## config.mk

```make
export PLATFORM = sky130hd
export DESIGN_NAME = sgpr_operand_collector
export DESIGN_NICKNAME = d
export VERILOG_FILES = /design/src/rtl/sgpr_operand_collector.sv
export SDC_FILE = /design/constraint.sdc
export NUM_CORES = 1
export LEC_CHECK = 0
export CAP_MARGIN = 0
export CORE_MARGIN = 2
export CORE_UTILIZATION = 62
export CTS_BUF_LIST = sky130_fd_sc_hd__clkbuf_8
export DETAILED_ROUTE_END_ITERATION = 8
export GPL_TIMING_DRIVEN = 0
export PLACE_DENSITY = 0.85
export SYNTH_ARGS = -nofsm -noshare
export SYNTH_HDL_FRONTEND = slang
export SYNTH_SLANG_ARGS = --single-unit
```

## constraint.sdc

```tcl
create_clock -name clk -period 39.5 [get_ports clk]
set_input_delay 3.95 -clock clk [delete_from_list [all_inputs] [get_ports clk]]
set_output_delay 3.95 -clock clk [all_outputs]
set_load 0.02 [all_outputs]
```

## src/rtl/sgpr_operand_collector.sv

```systemverilog
// sgpr_operand_collector: issues 1-2 SGPR reads per instruction, merges the fixed-latency responses into 64-bit operands and queues them; ports: issue_* request in, rd_req_*/rd_resp_* RAM side, opnd_* valid/ready bundle out
module sgpr_operand_collector #(
  parameter int NUM_OPS    = 3,
  parameter int ADDR_W     = 8,
  parameter int RD_LATENCY = 2,
  parameter int TAG_W      = 6,
  parameter int FIFO_DEPTH = 4
) (
  input  logic                      clk,
  input  logic                      rst,
  input  logic                      issue_valid,
  output logic                      issue_ready,
  input  logic [NUM_OPS*ADDR_W-1:0] issue_addr,
  input  logic [NUM_OPS-1:0]        issue_is64,
  input  logic [TAG_W-1:0]          issue_tag,
  output logic                      rd_req_valid,
  output logic [NUM_OPS*ADDR_W-1:0] rd_req_addr,
  input  logic                      rd_resp_valid,
  input  logic [NUM_OPS*32-1:0]     rd_resp_data,
  output logic                      opnd_valid,
  input  logic                      opnd_ready,
  output logic [NUM_OPS*64-1:0]     opnd_data,
  output logic [TAG_W-1:0]          opnd_tag
);
  localparam int CW  = $clog2(FIFO_DEPTH) + 1;
  localparam int PW  = $clog2(FIFO_DEPTH);
  localparam int PTW = PW + 1;
  localparam int SW  = $clog2(RD_LATENCY + 1);
  typedef enum logic {IDLE, HI} state_t;
  state_t state;
  logic [CW-1:0] credits, credits_nx;
  logic [NUM_OPS*ADDR_W-1:0] lat_addr, hi_addr;
  logic [NUM_OPS-1:0] lat_is64;
  logic [TAG_W-1:0] lat_tag;
  logic accept, pop, push, any64, in_hi;
  logic [RD_LATENCY-1:0] sh_v, sh_hi, sh_last;
  logic [NUM_OPS-1:0] sh_is64 [RD_LATENCY];
  logic [TAG_W-1:0] sh_tag [RD_LATENCY];
  logic o_v, o_hi, o_last;
  logic [NUM_OPS-1:0] o_is64;
  logic [TAG_W-1:0] o_tag;
  logic [NUM_OPS*64-1:0] asm_q, merged;
  logic [NUM_OPS*64-1:0] f_data [FIFO_DEPTH];
  logic [TAG_W-1:0] f_tag [FIFO_DEPTH];
  logic [PW:0] wr_ptr, rd_ptr;
  logic empty, full;
  logic [SW-1:0] settle;
  assign in_hi        = state == HI;
  assign accept       = issue_valid && issue_ready;
  assign pop          = opnd_valid && opnd_ready;
  assign any64        = |issue_is64;
  assign credits_nx   = credits + CW'(accept) - CW'(pop);
  assign rd_req_valid = accept || in_hi;
  assign rd_req_addr  = in_hi ? hi_addr : accept ? issue_addr : '0;
  assign o_v    = sh_v[RD_LATENCY-1];
  assign o_hi   = sh_hi[RD_LATENCY-1];
  assign o_last = sh_last[RD_LATENCY-1];
  assign o_is64 = sh_is64[RD_LATENCY-1];
  assign o_tag  = sh_tag[RD_LATENCY-1];
  assign push   = o_v && o_last;
  for (genvar g = 0; g < NUM_OPS; g++) begin : g_slot
    assign hi_addr[g*ADDR_W +: ADDR_W] = lat_addr[g*ADDR_W +: ADDR_W] + ADDR_W'(lat_is64[g]);
    assign merged[g*64 +: 64] = !o_hi ? {32'd0, rd_resp_data[g*32 +: 32]} :
                                o_is64[g] ? {rd_resp_data[g*32 +: 32], asm_q[g*64 +: 32]} :
                                asm_q[g*64 +: 64];
  end
  always_ff @(posedge clk or posedge rst)
    if (rst) begin
      state       <= IDLE;
      credits     <= '0;
      issue_ready <= 1'b0;
      lat_addr    <= '0;
      lat_is64    <= '0;
      lat_tag     <= '0;
    end else begin
      state       <= accept && any64 ? HI : IDLE;
      credits     <= credits_nx;
      issue_ready <= !(accept && any64) && credits_nx < CW'(FIFO_DEPTH);
      if (accept) begin
        lat_addr <= issue_addr;
        lat_is64 <= issue_is64;
        lat_tag  <= issue_tag;
      end
    end
  // Responses carry no identity: the shadow entry at the last stage describes the data on rd_resp_data.
  always_ff @(posedge clk or posedge rst)
    if (rst) begin
      sh_v    <= '0;
      sh_hi   <= '0;
      sh_last <= '0;
      for (int i = 0; i < RD_LATENCY; i++) begin
        sh_is64[i] <= '0;
        sh_tag[i]  <= '0;
      end
    end else begin
      sh_v[0]    <= rd_req_valid;
      sh_hi[0]   <= in_hi;
      sh_last[0] <= in_hi || !any64;
      sh_is64[0] <= in_hi ? lat_is64 : issue_is64;
      sh_tag[0]  <= in_hi ? lat_tag : issue_tag;
      for (int i = 1; i < RD_LATENCY; i++) begin
        sh_v[i]    <= sh_v[i-1];
        sh_hi[i]   <= sh_hi[i-1];
        sh_last[i] <= sh_last[i-1];
        sh_is64[i] <= sh_is64[i-1];
        sh_tag[i]  <= sh_tag[i-1];
      end
    end
  always_ff @(posedge clk or posedge rst)
    if (rst) asm_q <= '0;
    else if (o_v) asm_q <= merged;
  assign empty      = wr_ptr == rd_ptr;
  assign full       = wr_ptr[PW] != rd_ptr[PW] && wr_ptr[PW-1:0] == rd_ptr[PW-1:0];
  assign opnd_valid = !empty;
  assign opnd_data  = empty ? '0 : f_data[rd_ptr[PW-1:0]];
  assign opnd_tag   = empty ? '0 : f_tag[rd_ptr[PW-1:0]];
  always_ff @(posedge clk or posedge rst)
    if (rst) begin
      wr_ptr <= '0;
      rd_ptr <= '0;
    end else begin
      wr_ptr <= wr_ptr + PTW'(push);
      rd_ptr <= rd_ptr + PTW'(pop);
    end
  always_ff @(posedge clk)
    if (push) begin
      f_data[wr_ptr[PW-1:0]] <= merged;
      f_tag[wr_ptr[PW-1:0]]  <= o_tag;
    end
  // Stale responses for requests flushed by reset may still arrive for RD_LATENCY cycles.
  always_ff @(posedge clk or posedge rst)
    if (rst) settle <= '0;
    else if (settle != SW'(RD_LATENCY)) settle <= settle + SW'(1);
  a_resp: assert property (@(posedge clk) disable iff (rst) settle == SW'(RD_LATENCY) |-> rd_resp_valid == o_v);
  a_push: assert property (@(posedge clk) disable iff (rst) !(push && full));
  a_cred: assert property (@(posedge clk) disable iff (rst) !(pop && credits == '0));
endmodule

```

==> results of run 1 <==
-- through the flow --
stage,hold slack [ns],power [mW],worst slack (ns),utilization (%)
global route,0.3589,2.201,28.87,75.74
detailed placement,0.3347,1.251,29.06,70.87
floorplan,0.3312,1.227,23.50,-
global placement,0.3313,1.248,11.27,69.39
finish,0.3495,2.134,29.10,75.75
CTS,0.3494,2.148,29.06,75.71
-- report_power, final --
group          internal [mW]  total [mW]  switching (mW)
Sequential              1.18        1.19        0.000496
Clock                  0.486       0.905           0.419
Combinational         0.0203      0.0435          0.0232
Total                   1.69        2.13           0.442
-- per-layer routing --
layer  part of all wire (%)  up-vias
met3                    6.8      202
met4                    3.3        2
met2                     52      979
met5                  0.012        -
li1                       -    10059
met1                     38    12102
-- cell families after synthesis --
group / share of synthesized area [%]
flip-flops: 70.72
multiplexers: 20.60
AND/OR/NAND/NOR: 5.857
buffers and inverters: 1.680
AO/OA/AOI/OAI: 0.4382
XOR/XNOR: 0.3681
adder cells (fa/ha/maj): 0.3389
-- layout make-up --
cell class,count,area (um2),area share (%)
Antenna cell,9,22.52,0.04343
Multi-Input combinational cell,1098,11840,22.84
Sequential cell,1052,30290,58.41
Clock buffer,182,2505,4.830
Clock inverter,121,813.3,1.568
Tap cell,882,1104,2.128
Buffer,134,708.2,1.366
Inverter,3,18.77,0.03619
Timing Repair Buffer,434,4556,8.785
-- sequential cells by signal, summed over array words and instances, names as in the netlist --
register     cells
sh_is64          3
o_tag            6
rd_ptr           3
lat_is64         3
sh_last          2
o_is64           3
credits          3
sh_tag           6
f_data         768
issue_ready      1
lat_addr        24
sh_v             2
lat_tag          6
asm_q          192
sh_hi            2
in_hi            1
f_tag           24
wr_ptr           3
-- cell usage in the layout, fill, tap and decap left out, types with 65 or more instances in the layout --
master | netlist | routed
clkbuf_8 | 0 | 182
mux2i_1 | 102 | 102
buf_6 | 9 | 68
nand2_1 | 116 | 116
clkdlybuf4s50_1 | 0 | 357
nor2b_1 | 96 | 96
inv_1 | 3 | 65
mux4_2 | 198 | 198
dfrtp_1 | 260 | 260
edfxtp_1 | 792 | 792
mux2_2 | 297 | 297
and2_1 | 199 | 199
-- how the worst max path moves through the flow --
stage                                  from                  endpoint  slack, ns  depth (start not counted)
after global placement    sh_v[1]$_DFF_PP0_  f_data[1][114]$_DFFE_PP_      11.27                          3
final                           issue_valid           rd_req_addr[10]      29.10                          7
after floorplan           sh_v[1]$_DFF_PP0_    f_data[2][0]$_DFFE_PP_      23.50                          3
after CTS                       issue_valid           rd_req_addr[10]      29.06                          7
after global routing            issue_valid           rd_req_addr[10]      28.87                          7
after detailed placement        issue_valid           rd_req_addr[10]      29.06                          7
-- critical path, delay by kind of cell --
kind | cells | cell delay [ns]
and+or+nand+nor | 2 | 0.27
AOI/OAI and AO/OA | 1 | 0.24
buffers and inverters | 4 | 1.99
==> metrics, run 1 <==
Post-DP HPWL 65860 um; Num CTS Buffers 162; final hold vios 0; Post-Synthesis Cell Area 42830 um2; Setup TNS 0 ns; #FFs+latches synth 1052; io pins 359; worst slew pin tran 1.242 ns; Rows 96; Synth Area per Inst 18.73 um2; Synth Warn # 0; Routed WL 97770 um; First-pass DRT Iterations 6; count leader, synth edfxtp_1; gpl congestion 0.8282; grt met2 use 46.95%; hold endpoint o_tag[2]$_DFF_PP0_; Synth Net Count 2432; WP data required 35.55 ns; fin cells 3915; Min Clock Period, post-route 10.40 ns; Worst Hold Depth 0; largest net degree at the start of global routing 113; PD cells 41.15 nW/um2; worst reg-to-reg setup slack 36.11 ns; PortBufs 357; post-CTS resize count 0; Die H 266.8 um; DR WL/cell 24.97 um; met3 usage 5.905%; Startpoint Class primary input; Distinct cells, synth 32; routed via count 23344; placed cell area 48520 um2; Layout area overhead 21.08%; residual overflow from global routing 0; DRT iter0 DRCs 1805; f_max 96.11 MHz; end of the worst register-to-register path f_data[1][78]$_DFFE_PP_; core area 68470 um2; via-per-instance ratio 5.963; Post CTS Setup Buffer Count 0; Layout fillers 3654; All-Layer GR Usage 28.01%; HP Class reg -> reg; CTS root buffer clkbuf_8; GR Util met1 36.11%; Post-synth EDFFs 792; most used routing layer met2; Final ANT Viol Nets 0; VDD IR-drop max 0.03540 mV; Max FO, Critical Path 10; Final Instance Area 51860 um2; RSZ-0062 raised after global routing no; CP peak stage delay 0.65 ns; Initial Util 62.56%; asr flop ratio synth 24.71%; final critical-path share of the clock period 26.34%; share of cells above drive strength 1 29.53%; Arrival @ worst endpoint 6.45 ns; initial antenna violation count 9; hold buffers post-CTS 0; CTS tree yes; clock sink count 1052; Lkg Pwr 20.20 nW; die area 71200 um2; slowest cell on the critical path clkdlybuf4s50_1; setup violators final 0; Final Skew 0.04228 ns; Placed Cells 3603; worst-skew pair later-pin latency 0.81 ns; area leader, netlist edfxtp_1; post-synth top area share 55.53%; Main synth FF type edfxtp_1; type of the worst setup path in -> out; vias in the first global route 24697; Nets 3030; H-Tree Depth 4; slew margin rel. 17.19%; R2R depth 10; clk buf depth 3; worst path cell trace clkdlybuf4s50_1 > and2_1 > clkbuf_1 > clkbuf_1 > nand2_1 > o21ai_0 > clkdlybuf4s50_1; first-pass GRT wire length 146900 um; clock slew seen by the registers of the worst setup and hold paths 0.06 ns; RR Startpoint sh_v[1]$_DFF_PP0_; sequential share of the synthesized area 70.72%; drc violations 0; Area contributors post-synth edfxtp_1 (56%), dfrtp_1 (15%), mux4_2 (10%); worst hold start sh_tag[8]$_DFF_PP0_; Die Width 266.8 um; MaxCap Viol Count 0; CP endpoint kind primary output; pins over their slew limit 0; most frequent cells after synthesis edfxtp_1 (792), mux2_2 (297), dfrtp_1 (260); outcome completed; Synth Instances 2287
(Power assumes the default switching activity.)
==> run 2: changes to the inputs <==
CORE_UTILIZATION = 60   (was 62)
PLACE_DENSITY = 0.82   (was 0.85)
clock period = 10.36 ns   (was 39.5 ns; I/O delays follow)
==> run 2 against run 1 <==
Effect of this change:
- non-clock buffer count grew 1
- first-iteration DRC count up 21%
- critical path type is now reg -> out
- sequential power rose to 3.8 times the previous value
- final cell count grew 1.2%
- register-to-register slack lost 29 ns
- clock power grew to 3.6 times the previous value
- worst hold slack lost 0.015 ns
- combinational power grew to 3.8 times the previous value
- setup slack worse by 24 ns
- cell area is 0.32% lower
==> metrics, run 2 (synthesis gave the netlist of run 1 again) <==
clk buf depth 3 (unchanged); WP data required 9.32 ns (-26.23 ns); worst reg-to-reg setup slack 6.81 ns (-29.30 ns); outcome completed; gpl congestion 0.7998 (-3.4%); Die H 271.2 um (+1.6%); initial antenna violation count 5 (-4); clock slew seen by the registers of the worst setup and hold paths 0.06 ns (about the same); DRT iter0 DRCs 2183 (+21%); slew margin rel. 16.94% (-0.25 points); vias in the first global route 24838 (+0.57%); Nets 3030 (unchanged); Post-DP HPWL 66360 um (+0.77%); hold endpoint sh_hi[1]$_DFF_PP0_; final hold vios 0 (unchanged); Post CTS Setup Buffer Count 0 (unchanged); CP dominant cell by count buf_2; end of the worst register-to-register path f_data[1][73]$_DFFE_PP_; Die Width 271.2 um (+1.6%); worst path cell trace buf_2 > clkbuf_1 > buf_2 > mux4_2 > and2_1 > clkdlybuf4s50_1; most frequent cells in the layout edfxtp_1 (792), clkdlybuf4s50_1 (357), mux2_2 (297), dfrtp_1 (260), and2_1 (199); worst-skew pair later-pin latency 0.80 ns (about the same); PnR worst setup slack 5.440 ns (-23.66 ns); Final Skew 0.04670 ns (+0.004414 ns); Startpoint Class register; DR WL/cell 24.62 um (-1.4%); worst slew pin tran 1.246 ns (+0.003775 ns); Min Clock Period, post-route 4.920 ns; Worst Hold Depth 0 (unchanged); hold buffers post-CTS 0 (unchanged); core area 70390 um2 (+2.8%); Finished Core Util 73.44% (-2.3 points); worst hold start sh_hi[0]$_DFF_PP0_; R2R depth 12 (+2); clock sink count 1052 (unchanged); f_max 203.2 MHz; Max FO, Critical Path 10 (unchanged); CTS root buffer clkbuf_8; RR Startpoint sh_v[1]$_DFF_PP0_; CP endpoint kind primary output; Lkg Pwr 20.11 nW (-0.43%); H-Tree Depth 4 (unchanged); Rows 97 (+1.0%); CP peak stage delay 0.79 ns (+0.14 ns); Largest register FFs 768 (unchanged); residual overflow from global routing 0 (unchanged); type of the worst setup path reg -> out; first-pass GRT wire length 147900 um (+0.68%); Num CTS Buffers 161 (-0.62%); MaxCap Viol Count 0 (unchanged); Routed WL 97560 um (-0.22%); slowest cell on the critical path clkbuf_1; most common cell after layout, fill and taps aside edfxtp_1; CTS tree yes; Arrival @ worst endpoint 3.88 ns (-2.57 ns); setup violators final 0 (unchanged); io pins 359 (unchanged); final critical-path share of the clock period 47.49%; largest net degree at the start of global routing 118 (+4.4%); VDD IR-drop max 0.1295 mV (+270%); PortBufs 357 (unchanged); All-Layer GR Usage 26.92% (-1.1 points); die area 73540 um2 (+3.3%); PD cells 153.3 nW/um2 (+270%); Setup WS pre-CTS 5.865 ns (-23.20 ns); Layout area overhead 20.69%; First-pass DRT Iterations 5 (-1); drc violations 0 (unchanged); share of cells above drive strength 1 28.94% (-0.59 points); routed via count 23115 (-0.98%); post-CTS resize count 0 (unchanged); RSZ-0062 raised after global routing no; Initial Util 60.85% (-1.7 points); via-per-instance ratio 5.833 (-2.2%); PnR Total Power 7.925 mW (+270%); Final ANT Viol Nets 0 (unchanged); pins over their slew limit 0 (unchanged); HP Class reg -> reg
run 2: final cells by class:
class / instances / area, um2
clock buffers: 183 / 2519
diodes: 3 / 7.507
well taps: 940 / 1176
inverters: 3 / 18.77
multi-input cells: 1098 / 11840
repair buffers: 435 / 4567
plain buffers: 134 / 708.2
flip-flops and latches: 1052 / 30290
fillers: 4122 / 18700
clock inverters: 115 / 565.5
run 2: critical path: cells and delay by family, from the launching register on:
family	cells	cell delay, ns
buffers and inverters	4	2.13
flip-flops	1	0.36
multiplexers	1	0.37
AND/OR/NAND/NOR	1	0.23
run 2: through the flow:
step                hold WS [ns]  area, um2  std cells   TNS, ns
finish                    0.3348      51690       3963         0
global route              0.3338      51690       3963         0
CTS                       0.3321      51690       3960         0
detailed placement        0.3347      48600       3662         0
global placement          0.3320      47580       3584         -
floorplan                 0.3312      42830       2287  -3142.67
run 2: worst max path at each step:
stage	start	to	slack (ns)	cells after the start
floorplan	sh_v[1]$_DFF_PP0_	f_data[2][0]$_DFFE_PP_	-5.64	3
global placement	sh_v[1]$_DFF_PP0_	f_data[1][76]$_DFFE_PP_	-18.18	3
detailed placement	issue_valid	rd_req_addr[0]	5.87	7
CTS	rd_ptr[1]$_DFF_PP0_	opnd_data[85]	5.33	6
global route	rd_ptr[1]$_DFF_PP0_	opnd_data[154]	5.29	6
finish	rd_ptr[1]$_DFF_PP0_	opnd_data[94]	5.44	6
run 2: metal layers:
layer  track usage (%)  routed length [um]  vias to the layer above
li1                  -                   -                    10036
met1             35.02               38350                    12096
met2             45.48               50840                      803
met3             5.794                5902                      176
met4             9.456                2448                        4
met5                 0                  22                        -
run 2: report_power, final:
group          internal (mW)  switching, mW
Combinational         0.0775         0.0886
Clock                   1.67           1.57
Sequential              4.52        0.00195
Total                   6.26           1.66
